**src/rtl/memif_apb_master.sv**
```systemverilog
// rtl/memif_apb_master.sv - APB4 master bridge for single-pulse memory requests
//
// Purpose: turns single-cycle memory requests from an on-chip initiator into
// APB4 master transfers (SETUP, then ACCESS held until pready_i), and returns a
// one-cycle acknowledge carrying read data and error status. A one-entry
// pending slot lets the next request be posted while a transfer is in flight.
//
// Optional feature: define MEMIF_APB_MASTER_TIMEOUT_EN to end an ACCESS phase
// with an error after TIMEOUT_CYCLES cycles without pready_i.
//
// Ports:
//   clk_i, rst_i        clock, synchronous active-high reset
//   mreq_i              request pulse, taken only while mready_o=1
//   maddr_i, mwe_i      request address, 1=write / 0=read
//   mwdata_i, mstrb_i   write data and byte strobes
//   mready_o            pending slot free (combinational)
//   mack_o              one-cycle completion pulse
//   mrdata_o, mresp_o   read data / error flag, valid with mack_o, held after
//   psel_o, penable_o, pwrite_o, paddr_o, pwdata_o, pstrb_o   APB master outputs
//   pready_i, pslverr_i, prdata_i                              APB slave response

module memif_apb_master #(
  parameter int unsigned ADDR_WIDTH     = 32,
  parameter int unsigned DATA_WIDTH     = 32,
  parameter int unsigned TIMEOUT_CYCLES = 256
) (
  input  logic                    clk_i,
  input  logic                    rst_i,
  input  logic                    mreq_i,
  input  logic [ADDR_WIDTH-1:0]   maddr_i,
  input  logic                    mwe_i,
  input  logic [DATA_WIDTH-1:0]   mwdata_i,
  input  logic [DATA_WIDTH/8-1:0] mstrb_i,
  output logic                    mready_o,
  output logic                    mack_o,
  output logic [DATA_WIDTH-1:0]   mrdata_o,
  output logic                    mresp_o,
  output logic                    psel_o,
  output logic                    penable_o,
  output logic                    pwrite_o,
  output logic [ADDR_WIDTH-1:0]   paddr_o,
  output logic [DATA_WIDTH-1:0]   pwdata_o,
  output logic [DATA_WIDTH/8-1:0] pstrb_o,
  input  logic                    pready_i,
  input  logic                    pslverr_i,
  input  logic [DATA_WIDTH-1:0]   prdata_i
);

  localparam int unsigned STRB_WIDTH = DATA_WIDTH / 8;

  typedef enum logic [1:0] {
    ST_IDLE,
    ST_SETUP,
    ST_ACCESS
  } state_e;

  state_e state_q, state_d;

  logic                  pend_valid_q;
  logic [ADDR_WIDTH-1:0] pend_addr_q;
  logic                  pend_we_q;
  logic [DATA_WIDTH-1:0] pend_wdata_q;
  logic [STRB_WIDTH-1:0] pend_strb_q;

  logic                  accept;
  logic                  timeout;
  logic                  xfer_done;
  logic                  load_active;
  logic                  psel_d;
  logic                  penable_d;

  logic [ADDR_WIDTH-1:0] src_addr;
  logic                  src_we;
  logic [DATA_WIDTH-1:0] src_wdata;
  logic [STRB_WIDTH-1:0] src_strb;

  assign mready_o = ~pend_valid_q;
  assign accept   = mreq_i & ~pend_valid_q;

`ifdef MEMIF_APB_MASTER_TIMEOUT_EN
  localparam int unsigned CNT_W = $clog2(TIMEOUT_CYCLES);

  // Counts ACCESS cycles already spent waiting; the cycle that sees the count
  // reach TIMEOUT_CYCLES-1 without pready_i is the last one allowed.
  logic [CNT_W-1:0] wait_cnt_q;

  always_ff @(posedge clk_i) begin
    if (rst_i || state_q == ST_SETUP) begin
      wait_cnt_q <= '0;
    end else if (state_q == ST_ACCESS && !pready_i) begin
      wait_cnt_q <= wait_cnt_q + CNT_W'(1);
    end
  end

  assign timeout = (state_q == ST_ACCESS) && !pready_i &&
                   (wait_cnt_q == CNT_W'(TIMEOUT_CYCLES - 1));
`else
  logic unused_timeout_cfg;
  assign unused_timeout_cfg = (TIMEOUT_CYCLES != 0);
  assign timeout            = 1'b0;
`endif

  assign xfer_done = (state_q == ST_ACCESS) && (pready_i || timeout);

  // An idle bridge with an empty slot launches a new request straight into
  // SETUP; a request posted while busy waits in the pending slot and is
  // promoted either from IDLE or directly at the end of the current ACCESS.
  assign load_active = ((state_q == ST_IDLE) && (pend_valid_q || mreq_i)) ||
                       (xfer_done && pend_valid_q);

  always_comb begin
    src_addr  = maddr_i;
    src_we    = mwe_i;
    src_wdata = mwdata_i;
    src_strb  = mstrb_i;
    if (pend_valid_q) begin
      src_addr  = pend_addr_q;
      src_we    = pend_we_q;
      src_wdata = pend_wdata_q;
      src_strb  = pend_strb_q;
    end
  end

  // FSM state register
  always_ff @(posedge clk_i) begin
    if (rst_i) begin
      state_q <= ST_IDLE;
    end else begin
      state_q <= state_d;
    end
  end

  // FSM next state
  always_comb begin
    state_d = state_q;
    case (state_q)
      ST_IDLE: begin
        if (pend_valid_q || mreq_i) begin
          state_d = ST_SETUP;
        end
      end
      ST_SETUP: begin
        state_d = ST_ACCESS;
      end
      ST_ACCESS: begin
        if (xfer_done) begin
          state_d = pend_valid_q ? ST_SETUP : ST_IDLE;
        end
      end
      default: begin
        state_d = ST_IDLE;
      end
    endcase
  end

  // FSM outputs, computed from the next state so the APB controls are registered
  always_comb begin
    psel_d    = 1'b0;
    penable_d = 1'b0;
    case (state_d)
      ST_SETUP:  psel_d = 1'b1;
      ST_ACCESS: begin
        psel_d    = 1'b1;
        penable_d = 1'b1;
      end
      default: begin
        psel_d    = 1'b0;
        penable_d = 1'b0;
      end
    endcase
  end

  always_ff @(posedge clk_i) begin
    if (rst_i) begin
      pend_valid_q <= 1'b0;
    end else if (load_active && pend_valid_q) begin
      pend_valid_q <= 1'b0;
    end else if (accept && state_q != ST_IDLE) begin
      pend_valid_q <= 1'b1;
    end
  end

  always_ff @(posedge clk_i) begin
    if (accept && state_q != ST_IDLE) begin
      pend_addr_q  <= maddr_i;
      pend_we_q    <= mwe_i;
      pend_wdata_q <= mwdata_i;
      pend_strb_q  <= mstrb_i;
    end
  end

  always_ff @(posedge clk_i) begin
    if (rst_i) begin
      psel_o    <= 1'b0;
      penable_o <= 1'b0;
      pwrite_o  <= 1'b0;
      paddr_o   <= '0;
      pwdata_o  <= '0;
      pstrb_o   <= '0;
      mack_o    <= 1'b0;
      mresp_o   <= 1'b0;
      mrdata_o  <= '0;
    end else begin
      psel_o    <= psel_d;
      penable_o <= penable_d;
      mack_o    <= xfer_done;
      if (load_active) begin
        paddr_o  <= src_addr;
        pwrite_o <= src_we;
        // Reads present zero data and strobes on the bus.
        pwdata_o <= src_we ? src_wdata : '0;
        pstrb_o  <= src_we ? src_strb : '0;
      end
      if (xfer_done) begin
        // A timed-out transfer reports an error with zero data.
        mresp_o  <= pready_i ? pslverr_i : 1'b1;
        mrdata_o <= (pready_i && !pwrite_o) ? prdata_i : '0;
      end
    end
  end

endmodule

```
**config.mk**
```make
export PLATFORM = sky130hd
export DESIGN_NAME = memif_apb_master
export DESIGN_NICKNAME = d
export VERILOG_FILES = /design/src/rtl/memif_apb_master.sv
export SDC_FILE = /design/constraint.sdc
export NUM_CORES = 1
export LEC_CHECK = 0
export CORE_AREA = 2 2 171 173
export DETAILED_ROUTE_END_ITERATION = 16
export DIE_AREA = 0 0 173 175
export PLACE_DENSITY = 0.44
export SLEW_MARGIN = 30
export SYNTH_ARGS = -nofsm -noshare
export SYNTH_HDL_FRONTEND = slang
export SYNTH_SLANG_ARGS = --single-unit
```
**constraint.sdc**
```tcl
create_clock -name clk_i -period 10.9 [get_ports clk_i]
set_clock_uncertainty 0.05 [all_clocks]
set_input_delay 2.18 -clock clk_i [delete_from_list [all_inputs] [get_ports clk_i]]
set_output_delay 2.18 -clock clk_i [all_outputs]
set_load 0.01 [all_outputs]
```
==> metrics.txt <==
Layout Cells excl Fill=1113; DRT Wirelength=17.9 mm; Avg Synthesized Cell Area=12.5 um^2; most common cell in the netlist=dfxtp_1; total of max-cap violations=0; port bufs=211; Syn Inst Count=518; CP max-delay cell=dfxtp_4; Final Slew Violations=0; Syn-to-layout area delta=48.3%; Core Box Area=28400 um^2; post-synth top area cell=dfxtp_1; TNS Setup=0 ns; Hold WS=0.406 ns; total congestion overflow=0; Power Dens Cells=165 nW/um^2; Hold WC Path Type=flip-flop to flip-flop; H-tree levels=4; initial detailed-routing violation count=229; post-synthesis register bit count=177; DP HPWL=11.5 mm; part of the Yosys area used for sequential elements=65.6%; Clock Latency Late Sink=0.42 ns; critical path launch point type=flip-flop; CTS tree=done; vias in the first global route=4867; Die Span X=173 um; root buffer cell=clkbuf_16; setup bufs post-CTS=0; Max-slew headroom=46.3%; top post-synthesis cells by area=dfxtp_1, edfxtp_1, mux2i_1, a22o_1, a211oi_1; DRC viols=0; multi-input logic area=2040 um^2; Post-CTS Hold Fix Bufs=0; Layout fillers=2840; gr usage total=11.9%; RSZ-0062 raised after global routing=false; Max Root-Sink Buffers=2; Vias/cell=4.24; WL met1=8.11 mm; Detail Route Antenna Nets=0; status=complete, no violations; max frequency=0.242 GHz; R2R cell count=5; Cell Area, Synth=6450 um^2; CTS clk-pin slew, worst paths=0.07 ns; Post-CTS Resized=0; RePlAce Congestion=0.713; asr flop ratio synth=0%; fin worst setup slack=6.76 ns; WP data required=8.67 ns; Setup CP Type=flip-flop to output port; largest net degree at the start of global routing=79; share of layout cells above drive strength 1=6.45%; clk sinks=177; crit path capture=mready_o; register area=4240 um^2; CP startpoint=pend_valid_q; final hold vios=0; drt pass-1 iters=4; IO Count=212; total CTS buffers=17; Worst Tran Pin Value=0.805 ns; Synth Flop Type=dfxtp_1; DR WL met3=1.12 mm; top-area cell type share of the netlist area=33.5%; CP Cell Sequence=inv_1 -> clkdlybuf4s50_1; Unique masters post-synth=25; die area=30300 um^2; max layer used=met4; Rows=62; final net count=823; DP Worst Slack=6.69 ns; WL met2=8.52 mm; Placed Cells incl. Taps=1080; WL/cell=16.1 um; top post-synthesis cells by count=dfxtp_1, mux2i_1, edfxtp_1, nor2_1, nand2_1; reg2reg end=pwdata_o[19]; Tcrit/Tclk final=38.0%; initial antenna violation count=0; Initial Util=22.7%; Worst R2R Setup Slack=8.09 ns; Reg2Reg Launch Point=pend_valid_q; Crit. End Element=output port; number of flops mapped to enable cells by yosys=69; Yosys Warn Count=0; Post-Syn Nets=625; # diodes=0; Setup violations, final=0; via count=4718; first-pass GRT wire length=28.1 mm; Worst Path Max Fanout=44; Die Height=175 um; leakage=3.19 nW; CP arrival=1.91 ns; minimum clock period=4.14 ns; VDD IR max=0.0849 mV; slowest stage delay, CP=0.87 ns
[layer usage]
| layer | global-route usage, % | vias to the layer above |
|---|---|---|
| met5 | 0 | - |
| met4 | 3.67 | 0 |
| met3 | 4.05 | 9 |
| met2 | 19.0 | 140 |
| met1 | 15.1 | 2263 |
| li1 | - | 2306 |
[placed cells by master, fill, tap and decap left out, drive strengths merged, types with 4 or more instances in the layout]
cell type,n
or3,36
a22o,32
nor2,40
dfxtp,108
buf,10
clkdlybuf4s50,210
inv,9
mux2i,70
a21oi,37
nand2,38
clkbuf,22
clkinv,4
edfxtp,69
a211oi,33
[flip-flops by register name, indices dropped and copies added (netlist names)]
register,cells
mack_o,1
mrdata_o,32
mresp_o,1
paddr_o,32
penable_o,1
pend_addr_q,32
pend_strb_q,4
pend_valid_q,1
pend_wdata_q,32
pend_we_q,1
psel_o,1
pstrb_o,4
pwdata_o,32
pwrite_o,1
state_q,2
[worst min-delay path by stage]
stage / startpoint / endpoint / slack (ns) / cells past startpoint
finish: pwdata_o[8] / pwdata_o[8] / 0.41 / 2
global route: pwdata_o[2] / pwdata_o[2] / 0.43 / 2
CTS: pwdata_o[28] / pwdata_o[28] / 0.40 / 2
detailed placement: pstrb_o[2] / pstrb_o[2] / 0.40 / 2
global placement: pwdata_o[23] / pwdata_o[23] / 0.39 / 2
floorplan: pstrb_o[0] / pstrb_o[0] / 0.43 / 2
[through the flow]
stage / total power [mW] / cell area [um^2] / utilization (%)
floorplan: 0.859 / 6450 / -
global placement: 0.970 / 8920 / 31.4
detailed placement: 0.976 / 8960 / 31.5
CTS: 1.61 / 9550 / 33.6
global route: 1.66 / 9580 / 33.7
finish: 1.58 / 9580 / 33.7
[critical path, delay by kind of cell (launching register included)]
family                 cells  cell delay (ns)
DFF                        1             0.87
buffers and inverters      2             0.59
[kinds of logic (layout without fill, tap and decap cells)]
kind of cell,Yosys count,count (layout),synth area share (%)
DFF,177,177,65.6
and+or+nand+nor,121,121,8.66
AOI/OAI and AO/OA,105,105,11.4
muxes,70,70,10.9
buffers and inverters,44,255,3.30
adders and majority gates,1,1,0.194
[report_power, final]
group | switching [mW] | internal (mW)
sequential | 0.0221 | 0.729
combinational | 0.0961 | 0.111
clock | 0.280 | 0.339
[cell type report]
class,instances,share of cell area (%)
repair buffers,220,23.1
well taps,384,5.02
flip-flops and latches,177,44.3
multi-input cells,297,21.3
inverters,3,0.144
clock inverters,10,0.875
clock buffers,22,5.31
No activity file was read; power rests on OpenSTA's default activity.
